[src/rtl/mrecv_byte.sv]
// rtl/mrecv_byte.sv - oversampling serial frame receiver, MSB-first payload
// Majority-of-three sampling around mid-bit; stop bit is validated before recv_data updates.
module mrecv_byte #(
  parameter int OSR    = 16,
  parameter int DATA_W = 24
) (
  input  logic              clk,
  input  logic              rstn,
  input  logic              unit_en,
  input  logic              rx,
  output logic [DATA_W-1:0] recv_data,
  output logic              recv_valid,
  output logic              frame_err,
  output logic              receiving
);

  localparam int CNT_W  = (OSR > 1) ? $clog2(OSR) : 1;
  localparam int BIDX_W = (DATA_W > 1) ? $clog2(DATA_W) : 1;

  localparam logic [CNT_W-1:0]  CNT_LAST  = CNT_W'(OSR - 1);
  localparam logic [CNT_W-1:0]  CNT_S0    = CNT_W'(OSR / 2 - 1);
  localparam logic [CNT_W-1:0]  CNT_S1    = CNT_W'(OSR / 2);
  localparam logic [CNT_W-1:0]  CNT_S2    = CNT_W'(OSR / 2 + 1);
  localparam logic [BIDX_W-1:0] BIDX_LAST = BIDX_W'(DATA_W - 1);

  localparam logic [1:0] ST_IDLE  = 2'd0;
  localparam logic [1:0] ST_START = 2'd1;
  localparam logic [1:0] ST_DATA  = 2'd2;
  localparam logic [1:0] ST_STOP  = 2'd3;

  logic              rx_meta_q;
  logic              rx_s_q;
  logic              rx_d_q;

  logic [1:0]        state_q, state_d;
  logic [CNT_W-1:0]  cnt_q, cnt_d;
  logic [BIDX_W-1:0] bidx_q, bidx_d;
  logic [2:0]        samp_q, samp_d;
  logic [DATA_W-1:0] shift_q, shift_d;
  logic [DATA_W-1:0] recv_data_q, recv_data_d;
  logic              recv_valid_q, recv_valid_d;
  logic              frame_err_q, frame_err_d;

  logic              majority;
  logic              start_edge;

  // Synchronizer presets high so a released reset never looks like a start edge.
  always_ff @(posedge clk) begin
    if (!rstn) begin
      rx_meta_q <= 1'b1;
      rx_s_q    <= 1'b1;
      rx_d_q    <= 1'b1;
    end else begin
      rx_meta_q <= rx;
      rx_s_q    <= rx_meta_q;
      rx_d_q    <= rx_s_q;
    end
  end

  assign majority   = (samp_q[0] & samp_q[1]) | (samp_q[0] & samp_q[2]) | (samp_q[1] & samp_q[2]);
  assign start_edge = rx_d_q & ~rx_s_q;

  always_comb begin
    state_d      = state_q;
    cnt_d        = cnt_q;
    bidx_d       = bidx_q;
    samp_d       = samp_q;
    shift_d      = shift_q;
    recv_data_d  = recv_data_q;
    recv_valid_d = 1'b0;
    frame_err_d  = 1'b0;

    if (!unit_en) begin
      state_d = ST_IDLE;
      cnt_d   = '0;
      bidx_d  = '0;
    end else if (state_q == ST_IDLE) begin
      if (start_edge) begin
        state_d = ST_START;
        cnt_d   = '0;
        bidx_d  = '0;
      end
    end else begin
      cnt_d = (cnt_q == CNT_LAST) ? '0 : cnt_q + CNT_W'(1);
      if (cnt_q == CNT_S0) samp_d[0] = rx_s_q;
      if (cnt_q == CNT_S1) samp_d[1] = rx_s_q;
      if (cnt_q == CNT_S2) samp_d[2] = rx_s_q;

      if (cnt_q == CNT_LAST) begin
        case (state_q)
          ST_START: begin
            if (!majority) begin
              state_d = ST_DATA;
              bidx_d  = '0;
            end else begin
              state_d = ST_IDLE;
            end
          end
          ST_DATA: begin
            shift_d = (shift_q << 1) | DATA_W'(majority);
            if (bidx_q == BIDX_LAST) begin
              state_d = ST_STOP;
            end else begin
              bidx_d = bidx_q + BIDX_W'(1);
            end
          end
          ST_STOP: begin
            if (majority) begin
              recv_data_d  = shift_q;
              recv_valid_d = 1'b1;
            end else begin
              frame_err_d = 1'b1;
            end
            bidx_d = '0;
            // A gapless next start edge lands on this very cycle; catch it here or it is lost.
            state_d = start_edge ? ST_START : ST_IDLE;
          end
          default: state_d = ST_IDLE;
        endcase
      end
    end
  end

  always_ff @(posedge clk) begin
    if (!rstn) begin
      state_q      <= ST_IDLE;
      cnt_q        <= '0;
      bidx_q       <= '0;
      samp_q       <= '0;
      shift_q      <= '0;
      recv_data_q  <= '0;
      recv_valid_q <= 1'b0;
      frame_err_q  <= 1'b0;
    end else begin
      state_q      <= state_d;
      cnt_q        <= cnt_d;
      bidx_q       <= bidx_d;
      samp_q       <= samp_d;
      shift_q      <= shift_d;
      recv_data_q  <= recv_data_d;
      recv_valid_q <= recv_valid_d;
      frame_err_q  <= frame_err_d;
    end
  end

  assign recv_data  = recv_data_q;
  assign recv_valid = recv_valid_q;
  assign frame_err  = frame_err_q;
  assign receiving  = (state_q != ST_IDLE);

endmodule

[config.mk]
export PLATFORM = sky130hd
export DESIGN_NAME = mrecv_byte
export DESIGN_NICKNAME = d
export VERILOG_FILES = /design/src/rtl/mrecv_byte.sv
export SDC_FILE = /design/constraint.sdc
export NUM_CORES = 1
export LEC_CHECK = 0
export CAP_MARGIN = 15
export CORE_ASPECT_RATIO = 0.7
export CORE_MARGIN = 1
export CORE_UTILIZATION = 29
export CTS_CLUSTER_SIZE = 30
export DETAILED_ROUTE_END_ITERATION = 10
export SLEW_MARGIN = 20
export SYNTH_ARGS = -nofsm -noshare
export SYNTH_HDL_FRONTEND = slang
export SYNTH_SLANG_ARGS = --single-unit
[constraint.sdc]
create_clock -name clk -period 1.85 [get_ports clk]
set_input_delay 0.37 -clock clk [delete_from_list [all_inputs] [get_ports clk]]
set_output_delay 0.37 -clock clk [all_outputs]
set_load 0.005 [all_outputs]
==> load_flow_metrics.sql, run 1 <==
INSERT INTO impl_metrics (metric_group, metric, value, unit) VALUES
('outcome', 'status', 'complete, no violations', ''),
('routing', 'drt-total-wl', '5540', 'um'),
('cells_and_area', 'layout.nets', '350', ''),
('routing', 'firstDrtPassIters', '4', ''),
('die', 'std_cell_rows', '29', ''),
('placed_design', 'dp_cell_count', '451', ''),
('pwr', 'cellLeakagePower', '0.00143', 'uW'),
('placed_design', 'routabilityCongestion', '0.779', ''),
('synth', 'yosys.area.top_type', 'dfxtp_1', ''),
('placed_design', 'place_hpwl', '3710', 'um'),
('placed_design', 'port-buffer-count', '30', ''),
('worst_hold_path', 'worstHoldStart', 'rx_meta_q$_SDFF_PN1_', ''),
('synth', 'netlist_instances', '298', ''),
('global_route', 'grt-ovfl-total', '0', ''),
('routing', 'dr_total_vias', '2092', ''),
('worst_setup_path', 'critical-path-slowest-cell', 'nor3_1', ''),
('cells_and_area', 'antenna-diode-count', '0', ''),
('flow_run', 'max_cap_violations', '0', ''),
('sta', 'grt_setup_unrepaired', 'false', ''),
('pwr', 'internal_power', '2700', 'uW'),
('synth', 'postSynthRegisterBits', '67', ''),
('worst_setup_path', 'timing.reg2reg.worst_path_depth', '6', ''),
('worst_setup_path', 'timing.critical_path.fanout_max', '7', ''),
('cells_and_area', 'final_cell_count_no_fill', '467', ''),
('worst_setup_path', 'cp-start-kind', 'flip-flop', ''),
('sta', 'finalSetupViolCount', '0', ''),
('synth', 'netlist-cell-type-count', '37', ''),
('sta', 'worst_case_setup_margin_in_the_final_layout', '0.107', 'ns'),
('worst_setup_path', 'required_time_of_the_critical_path', '2.09', 'ns'),
('global_route', 'grt_pass1_vias', '1992', ''),
('synth', 'synth_top_area_share', '47.8', '%'),
('worst_hold_path', 'holdPathStages', '1', ''),
('clock_network', 'numCtsBuffers', '9', ''),
('die', 'boundaryPins', '31', ''),
('global_route', 'globalRouteTotalUtil', '11.8', '%'),
('die', 'floorplan.core_area', '9220', 'sq um'),
('synth', 'synth_sequential_area_ratio', '47.8', '%'),
('routing', 'drt-initial-drc-count', '97', ''),
('die', 'floorplan.initialDensity', '30.5', '%'),
('routing', 'drt_drc_violations_left', '0', ''),
('die', 'die_height', '84.3', 'um'),
('synth', 'synth.top_cells.by_area', 'dfxtp_1, mux2i_1, nand2_1', ''),
('cells_and_area', 'count_of_fill_cells_added_during_filler_insertion', '931', ''),
('pwr', 'vdd_ir_drop_max', '0.475', 'mV'),
('cells_and_area', 'utilization', '39.8', '%'),
('worst_setup_path', 'worst_setup_path_end_kind', 'flip-flop', ''),
('pwr', 'power.switching', '646', 'uW'),
('worst_setup_path', 'critical_path_buf_inv_count', '1', ''),
('sta', 'finalCriticalPeriod', '1.74', 'ns'),
('routing', 'ant_nets', '0', ''),
('synth', 'post_synth.cell_area_avg', '9.42', 'sq um'),
('worst_setup_path', 'timing.critical_path.cells', 'inv_1 > ha_4 > nand4b_1 > and2_1 > nor3_1 > mux2i_1', ''),
('sta', 'worst_slew_margin_rel', '74.3', '%'),
('sta', 'clock-skew-final', '0.00517', 'ns'),
('clock_network', 'ctsHoldBuffers', '0', ''),
('synth', 'synth_warnings', '0', ''),
('clock_network', 'clk_pin_slew_worst_paths', '0.05', 'ns'),
('die', 'fp.dieW', '120', 'um'),
('routing', 'vias_per_cell', '4.48', ''),
('sta', 'totalNegativeSetupSlack', '0', 'ns'),
('synth', 'synth_flop_cell', 'dfxtp_1', ''),
('pwr', 'powerDensity', '912', 'nW/um^2'),
('routing', 'drt-wirelength-per-cell', '11.9', 'um'),
('clock_network', 'clk_path_buf_depth', '2', ''),
('sta', 'finalMaxSlewViolations', '0', ''),
('synth', 'mappedNetlistNets', '310', ''),
('global_route', 'grt_antenna_before_repair', '0', ''),
('pwr', 'p_clk_share', '54.5', '%'),
('global_route', 'first_pass_grt_wire_length', '9340', 'um'),
('worst_setup_path', 'r2r-start', 'state_q[0]$_SDFFE_PN0P_', ''),
('global_route', 'grt_max_degree', '36', '');
[cell type report]
| class | count | area, sq um | share of cell area [%] |
|---|---|---|---|
| multi-input cells | 209 | 1380 | 37.7 |
| repair buffers | 44 | 433 | 11.8 |
| clock inverters | 6 | 88.8 | 2.42 |
| clock buffers | 10 | 239 | 6.52 |
| flip-flops and latches | 67 | 1340 | 36.6 |
| well taps | 124 | 155 | 4.23 |
| inverters | 7 | 26.3 | 0.716 |
[through the flow]
step	area (sq um)	hold WS, ns
floorplan	2810	0.386
global placement	3310	0.391
detailed placement	3310	0.391
CTS	3650	0.404
global route	3670	0.432
finish	3670	0.403
[cells by family (layout without fill, tap and decap cells)]
logic type	count (synthesis)	in the layout	synth area share (%)
AOI/OAI and AO/OA	52	52	12.8
and+or+nand+nor	122	122	22.3
buffers and inverters	22	67	3.92
DFF	67	67	47.8
adders and majority gates	9	9	3.97
muxes	26	26	9.27
[sequential cells by signal, indices dropped and copies added, names as in the netlist, 3 cells and up, named ones only]
signal     flops
cnt_q          4
shift_q       24
bidx_q         5
samp_q         3
recv_data     24
[power by group through the flow]
stage               clock network, uW  logic (uW)  registers [uW]
finish                           1820        73.4            1450
global route                     1940        80.4            1450
CTS                              1870        73.6            1450
detailed placement                  0        73.0            1480
global placement                    0        72.2            1480
floorplan                           0        46.2            1480
[layer usage]
layer | up-vias | global-route usage [%] | wire length (um)
met2 | 37 | 17.1 | 2340
li1 | 1093 | - | -
met4 | 0 | 4.77 | 97
met3 | 9 | 3.67 | 189
met5 | - | 0 | 0
met1 | 953 | 16.2 | 2910
[placed cells by master (no fill, tap or decap), types with 3 or more instances in the layout]
cell             synthesis  final
clkdlybuf4s50_1          0     29
dfxtp_1                 67     66
mux2i_1                 26     26
nand3_1                  6      6
nand2_1                 60     60
a21boi_0                26     26
clkbuf_16                0      9
nand2b_1                 6      6
nor3_1                   3      3
buf_4                    4     11
nor2_1                   4      4
ha_1                     8      6
a21oi_1                  9      9
inv_1                    7      7
nor2b_1                 26     26
o21ai_0                  4      4
[worst max-delay path by stage]
stage / slack [ns] / start / depth (start not counted) / to
CTS: 0.1 / cnt_q[0]$_SDFFE_PN0P_ / 5 / flip-flop
global route: 0.004 / flip-flop / 8 / shift_q[23]$_SDFFE_PN0P_
floorplan: 0.19 / state_q[0]$_SDFFE_PN0P_ / 7 / recv_data[10]$_SDFFE_PN0P_
finish: 0.11 / state_q[0]$_SDFFE_PN0P_ / 6 / flip-flop
global placement: 0.07 / unit_en / 6 / recv_data[2]$_SDFFE_PN0P_
detailed placement: 0.04 / state_q[0]$_SDFFE_PN0P_ / 8 / shift_q[8]$_SDFFE_PN0P_
[cells in the mapped netlist (2+ instances only)]
master and count:
dfxtp_1 67, nand2_1 60, a21boi_0 26, mux2i_1 26, nor2b_1 26, a21oi_1 9
ha_1 8, inv_1 7, clkbuf_1 6, nand2b_1 6, nand3_1 6, buf_2 4
buf_4 4, nor2_1 4, o21ai_0 4, a31oi_1 3, nor3_1 3, a211oi_1 2
a311oi_1 2, and2_1 2, and2b_1 2, and3_1 2, nand3b_1 2, nand4_1 2
o22ai_1 2, or3_1 2
[repair_timing]
action,in CTS,in global routing
resized for setup,3,6
cloned,0,0
setup endpoints to repair,1,13
pin swaps,0,0
No activity file was read; power rests on OpenSTA's default activity.
==> run 2, diff against run 1 <==
--- a/config.mk
+++ b/config.mk
@@ -6,7 +6,6 @@
 export NUM_CORES = 1
 export LEC_CHECK = 0
 export CAP_MARGIN = 15
-export CORE_ASPECT_RATIO = 0.7
 export CORE_MARGIN = 1
 export CORE_UTILIZATION = 29
 export CTS_CLUSTER_SIZE = 30
==> run 2 against run 1 <==
  * Utilization fell by 2.1 points
  * Sequential share of layout area rose by 1.5 points
  * Clock-buffer cell count fell by 1
  * Global-route usage fell by 0.13 points
  * Largest power group is now sequential cells
  * Hold slack improved by 0.0064 ns
  * Via count rose by 0.38%
  * First-iteration DRC count did not move
==> load_flow_metrics.sql, run 2 (synthesis results as in run 1) <==
INSERT INTO impl_metrics (metric_group, metric, value, unit) VALUES
('worst_setup_path', 'timing_worst_setup_path_type', 'reg2reg', ''),
('clock_network', 'cts_num_sinks', '67', ''),
('clock_network', 'numCtsBuffers', '9', ''),
('worst_setup_path', 'timing.critical_path.fanout_max', '6', ''),
('die', 'floorplan.core_area', '9330', 'sq um'),
('placed_design', 'placement.setup.worst_slack', '0.00263', 'ns'),
('routing', 'drt-initial-drc-count', '97', ''),
('global_route', 'grt_antenna_before_repair', '0', ''),
('sta', 'worst_case_setup_margin_in_the_final_layout', '0.145', 'ns'),
('outcome', 'status', 'complete, no violations', ''),
('die', 'std_cell_rows', '35', ''),
('sta', 'timing.hold.ws', '0.409', 'ns'),
('sta', 'clock-skew-final', '0.00555', 'ns'),
('die', 'floorplan.initialDensity', '30.1', '%'),
('worst_setup_path', 'worst_ep_arrival_time', '1.98', 'ns'),
('worst_setup_path', 'worst_setup_path_end_kind', 'flip-flop', ''),
('global_route', 'grt_pass1_vias', '2030', ''),
('global_route', 'globalRouteTotalUtil', '11.7', '%'),
('sta', 'totalNegativeSetupSlack', '0', 'ns'),
('sta', 'finalSetupViolCount', '0', ''),
('worst_setup_path', 'cp-start-kind', 'flip-flop', ''),
('clock_network', 'clk_path_buf_depth', '2', ''),
('routing', 'dr_total_vias', '2100', ''),
('cells_and_area', 'layout.nets', '347', ''),
('cells_and_area', 'utilization', '37.7', '%'),
('sta', 'grt_setup_unrepaired', 'false', ''),
('global_route', 'first_pass_grt_wire_length', '9260', 'um'),
('global_route', 'grt-ovfl-total', '0', ''),
('sta', 'worst_slew_margin_rel', '73.9', '%'),
('clock_network', 'ctsRootBufferMaster', 'clkbuf_8', ''),
('routing', 'drt_drc_violations_left', '0', ''),
('sta', 'worstMarginPinSlew', '0.390', 'ns'),
('sta', 'finalMaxSlewViolations', '0', ''),
('clock_network', 'clock_insertion_delay_worst_skew', '0.34', 'ns'),
('die', 'die_height', '100', 'um'),
('flow_run', 'max_cap_violations', '0', ''),
('clock_network', 'clock_tree.htree_level_count', '3', ''),
('worst_setup_path', 'required_time_of_the_critical_path', '2.12', 'ns'),
('pwr', 'powerDensity', '777', 'nW/um^2'),
('worst_setup_path', 'cp_slowest_stage_delay', '0.44', 'ns'),
('clock_network', 'postCtsSetupBuffers', '0', ''),
('cells_and_area', 'ff_latch_area', '1340', 'sq um'),
('cells_and_area', 'post_route_cells_drive_above_1_share', '10.0', '%'),
('routing', 'firstDrtPassIters', '4', ''),
('worst_setup_path', 'critical-path-slowest-cell', 'dfxtp_1', ''),
('cells_and_area', 'final_common_cell', 'dfxtp_1', ''),
('cells_and_area', 'layout.cells.most_common_list', 'dfxtp_1, nand2_1, clkdlybuf4s50_1', ''),
('pwr', 'total_power', '2730', 'uW'),
('worst_hold_path', 'hold_path.class', 'reg2reg', ''),
('cells_and_area', 'antenna-diode-count', '0', ''),
('die', 'fp.dieW', '100', 'um'),
('pwr', 'cellLeakagePower', '0.00136', 'uW'),
('cells_and_area', 'area_delta_synth_final', '25.4', '%'),
('die', 'die_ar', '10100', 'sq um'),
('sta', 'hold_violations', '0', ''),
('placed_design', 'port-buffer-count', '30', ''),
('routing', 'vias_per_cell', '4.48', ''),
('placed_design', 'place_hpwl', '3680', 'um'),
('clock_network', 'clk_pin_slew_worst_paths', '0.07', 'ns'),
('pwr', 'vdd_ir_drop_max', '0.333', 'mV'),
('worst_setup_path', 'timing.critical_path.cells', 'ha_2 > nand4b_1 > a22o_1 > or3_1 > a21oi_1', ''),
('global_route', 'grt_max_degree', '56', ''),
('die', 'boundaryPins', '31', ''),
('placed_design', 'routabilityCongestion', '0.856', ''),
('sta', 'fmax', '587', 'MHz'),
('clock_network', 'clock_tree_from_tritoncts', 'built', ''),
('cells_and_area', 'footprint_of_the_multi_input_gates', '1370', 'sq um'),
('routing', 'ant_nets', '0', ''),
('sta', 'finalCritPeriodShare', '92.2', '%'),
('routing', 'drt-wirelength-per-cell', '11.3', 'um'),
('sta', 'finalCriticalPeriod', '1.70', 'ns'),
('cells_and_area', 'count_of_fill_cells_added_during_filler_insertion', '939', ''),
('routing', 'drt-total-wl', '5320', 'um');
run 2: power by group:
part	leakage [uW]	switching, uW	internal [uW]
clock network	0.000104	583	631
logic	0.000720	33.5	37.7
registers	0.000540	3.33	1440
total	0.00136	620	2110
run 2: layer usage:
layer  share of wire (%)  track usage [%]
met1                  47             14.1
met2                  47             19.0
met3                 3.2             2.58
met4                 2.3             6.91
met5                   0                0
run 2: worst paths after layout:
| kind | start | end | slack (ns) | depth (start not counted) |
|---|---|---|---|---|
| setup reg to reg | cnt_q[0]$_SDFFE_PN0P_ | bidx_q[4]$_SDFFE_PN0P_ | 0.15 | 5 |
| hold / removal | rx_meta_q$_SDFF_PN1_ | rx_s_q$_SDFF_PN1_ | 0.41 | 1 |
| hold reg to reg | rx_meta_q$_SDFF_PN1_ | rx_s_q$_SDFF_PN1_ | 0.41 | 1 |
| setup / recovery | cnt_q[0]$_SDFFE_PN0P_ | bidx_q[4]$_SDFFE_PN0P_ | 0.15 | 5 |
run 2: metrics by stage:
| step | area, sq um | instances |
|---|---|---|
| after CTS | 3520 | 469 |
| after detailed placement | 3300 | 453 |
| after global placement | 3300 | 453 |
| final | 3520 | 469 |
| after floorplan | 2810 | 298 |
| after global routing | 3520 | 469 |
run 2: what timing repair did:
action / CTS / global route
setup endpoints to repair: 2 / 4
hold buffers: 0 / 0
gates resized for setup: 5 / 1
run 2: worst max-delay path, delay by kind of cell (launching register included):
kind | cells | cell delay, ns
AOI/OAI and AO/OA | 2 | 0.42
adders and majority gates | 1 | 0.27
and+or+nand+nor | 2 | 0.50
DFF | 1 | 0.44
run 2: area by class of cell:
| class | instances | area share, % |
|---|---|---|
| repair buffers | 41 | 11.9 |
| flip-flops and latches | 67 | 38.2 |
| well taps | 129 | 4.59 |
| clock buffers | 9 | 3.52 |
| inverters | 7 | 0.747 |
| clock inverters | 7 | 2.13 |
| multi-input cells | 209 | 38.9 |
==> run 3, diff against run 2 <==
--- a/config.mk
+++ b/config.mk
@@ -6,7 +6,7 @@
 export NUM_CORES = 1
 export LEC_CHECK = 0
 export CAP_MARGIN = 15
-export CORE_MARGIN = 1
+export CORE_MARGIN = 3
 export CORE_UTILIZATION = 29
 export CTS_CLUSTER_SIZE = 30
 export DETAILED_ROUTE_END_ITERATION = 10
==> run 3 against run 2 <==
  * Die area is 8.1% higher
  * Power increased by 4.0%
  * Largest cell class unchanged
  * Sequential power about the same
  * Global-route usage is 1.3 points lower
  * Clock power increased by 9%
  * Hold slack worse by 0.00082 ns
==> load_flow_metrics.sql, run 3 (synthesis results as in run 1) <==
INSERT INTO impl_metrics (metric_group, metric, value, unit) VALUES
('outcome', 'status', 'complete, no violations', ''),
('sta', 'worst_slew_margin_rel', '73.8', '%'),
('cells_and_area', 'layout.cells.most_common_list', 'dfxtp_1, nand2_1, clkdlybuf4s50_1', ''),
('routing', 'drt-initial-drc-count', '77', ''),
('pwr', 'p_clk_share', '46.5', '%'),
('cells_and_area', 'layout.nets', '347', ''),
('global_route', 'grt_antenna_before_repair', '0', ''),
('clock_network', 'cts_num_sinks', '67', ''),
('worst_setup_path', 'timing.critical_path.fanout_max', '11', ''),
('cells_and_area', 'area_delta_synth_final', '26.1', '%'),
('clock_network', 'postCtsSetupBuffers', '0', ''),
('global_route', 'grt_max_degree', '56', ''),
('sta', 'clock-skew-final', '0.00952', 'ns'),
('global_route', 'globalRouteTotalUtil', '10.4', '%'),
('worst_setup_path', 'critical-path-slowest-cell', 'or3_1', ''),
('worst_setup_path', 'worst_ep_arrival_time', '1.96', 'ns'),
('routing', 'drt-total-wl', '5340', 'um'),
('routing', 'ant_nets', '0', ''),
('worst_hold_path', 'hold_path.class', 'reg2reg', ''),
('worst_setup_path', 'timing.reg2reg.worst_path_depth', '6', ''),
('routing', 'drt-wirelength-per-cell', '11.4', 'um'),
('worst_hold_path', 'worstHoldStart', 'rx_meta_q$_SDFF_PN1_', ''),
('sta', 'finalMaxSlewViolations', '0', ''),
('worst_setup_path', 'worst_setup_path_end_kind', 'flip-flop', ''),
('worst_setup_path', 'timing.critical_path.cells', 'inv_1 > ha_4 > nand4b_1 > a22o_1 > or3_1 > a21oi_1', ''),
('pwr', 'power.share.combinational', '2.6', '%'),
('placed_design', 'place_hpwl', '3600', 'um'),
('sta', 'timing.hold.ws', '0.409', 'ns'),
('pwr', 'power_switching_share', '21.0', '%'),
('worst_setup_path', 'timing_worst_setup_path_type', 'reg2reg', ''),
('placed_design', 'dp_cell_count', '453', ''),
('worst_setup_path', 'worst-r2r-setup-slack', '0.16', 'ns'),
('pwr', 'power.switching', '597', 'uW'),
('sta', 'hold_violations', '0', ''),
('sta', 'totalNegativeSetupSlack', '0', 'ns'),
('global_route', 'grt-ovfl-total', '0', ''),
('routing', 'vias_per_cell', '4.40', ''),
('worst_setup_path', 'cp-start-kind', 'flip-flop', ''),
('die', 'boundaryPins', '31', ''),
('die', 'fp.dieW', '104', 'um'),
('clock_network', 'numCtsBuffers', '9', ''),
('sta', 'finalCriticalPeriod', '1.69', 'ns'),
('clock_network', 'clk_path_buf_depth', '2', ''),
('pwr', 'powerDensity', '803', 'nW/um^2'),
('global_route', 'first_pass_grt_wire_length', '9290', 'um'),
('pwr', 'internal_power', '2240', 'uW'),
('pwr', 'vdd_ir_drop_max', '0.263', 'mV'),
('clock_network', 'ctsRootBufferMaster', 'clkbuf_8', ''),
('global_route', 'grt_pass1_vias', '2059', ''),
('routing', 'dr_total_vias', '2064', ''),
('clock_network', 'cts_resized', '3', ''),
('die', 'floorplan.core_area', '9330', 'sq um'),
('clock_network', 'clock_insertion_delay_worst_skew', '0.34', 'ns'),
('sta', 'worst_case_setup_margin_in_the_final_layout', '0.158', 'ns'),
('worst_hold_path', 'holdPathStages', '1', ''),
('routing', 'drt_drc_violations_left', '0', ''),
('clock_network', 'clock_tree.htree_level_count', '3', ''),
('cells_and_area', 'final_cell_count_no_fill', '469', ''),
('sta', 'finalCritPeriodShare', '91.5', '%'),
('sta', 'grt_setup_unrepaired', 'false', ''),
('worst_hold_path', 'whs_endpoint', 'rx_s_q$_SDFF_PN1_', ''),
('pwr', 'total_power', '2840', 'uW'),
('worst_setup_path', 'cp_top_family', 'simple AND/OR/NAND/NOR gates', ''),
('worst_setup_path', 'critical_path_buf_inv_count', '1', ''),
('worst_setup_path', 'required_time_of_the_critical_path', '2.12', 'ns'),
('placed_design', 'placement.setup.worst_slack', '0.00828', 'ns'),
('pwr', 'cellLeakagePower', '0.00137', 'uW'),
('sta', 'finalSetupViolCount', '0', ''),
('worst_setup_path', 'worstReg2RegEnd', 'bidx_q[4]$_SDFFE_PN0P_', ''),
('sta', 'fmax', '591', 'MHz'),
('flow_run', 'max_cap_violations', '0', ''),
('cells_and_area', 'antenna-diode-count', '0', ''),
('worst_setup_path', 'cp_slowest_stage_delay', '0.36', 'ns'),
('cells_and_area', 'post_route_cells_drive_above_1_share', '9.12', '%'),
('die', 'die_height', '104', 'um'),
('clock_network', 'ctsHoldBuffers', '0', ''),
('die', 'floorplan.initialDensity', '30.1', '%'),
('die', 'std_cell_rows', '35', ''),
('placed_design', 'routabilityCongestion', '0.815', ''),
('pwr', 'pwr-share-seq', '51.0', '%'),
('cells_and_area', 'final_common_cell', 'dfxtp_1', ''),
('routing', 'firstDrtPassIters', '4', ''),
('sta', 'worstMarginPinSlew', '0.393', 'ns'),
('clock_network', 'clk_pin_slew_worst_paths', '0.07', 'ns'),
('placed_design', 'port-buffer-count', '30', ''),
('die', 'die_ar', '10900', 'sq um'),
('clock_network', 'clock_tree_from_tritoncts', 'built', '');
run 3: metrics by stage:
step,cell area [sq um],util (%)
finish,3540,37.9
global route,3540,37.9
CTS,3530,37.9
detailed placement,3300,35.4
global placement,3300,35.4
floorplan,2810,-
run 3: how the worst max path moves through the flow:
stage	endpoint	slack, ns	cells after the start
global route	bidx_q[2]$_SDFFE_PN0P_	0.01	6
global placement	recv_data[11]$_SDFFE_PN0P_	0.04	6
floorplan	recv_data[10]$_SDFFE_PN0P_	0.19	7
finish	bidx_q[4]$_SDFFE_PN0P_	0.16	6
CTS	bidx_q[4]$_SDFFE_PN0P_	0.12	5
detailed placement	recv_data[8]$_SDFFE_PN0P_	0.008	6
run 3: power groups by stage:
stage / clock network (uW) / registers [uW] / logic [uW]
global placement: 0 / 1480 / 73.2
global route: 1430 / 1450 / 80.1
floorplan: 0 / 1480 / 46.2
CTS: 1360 / 1450 / 74.4
finish: 1320 / 1450 / 73.7
detailed placement: 0 / 1480 / 73.8
run 3: metal layers:
metal | part of all wire [%] | GRT usage, % | vias up | wire length [um]
li1 | - | - | 1079 | -
met1 | 47 | 12.4 | 950 | 2540
met2 | 47 | 16.6 | 31 | 2520
met3 | 4.1 | 4.03 | 4 | 219
met4 | 1.2 | 4.56 | 0 | 65
met5 | 0 | 0 | - | 0
run 3: final cells by class:
cell class              instances  area [sq um]
multi-input cells             209          1370
repair buffers                 41           423
flip-flops and latches         67          1340
inverters                       7          26.3
well taps                     129           161
fillers                       914          5790
clock buffers                  10           128
clock inverters                 6          90.1
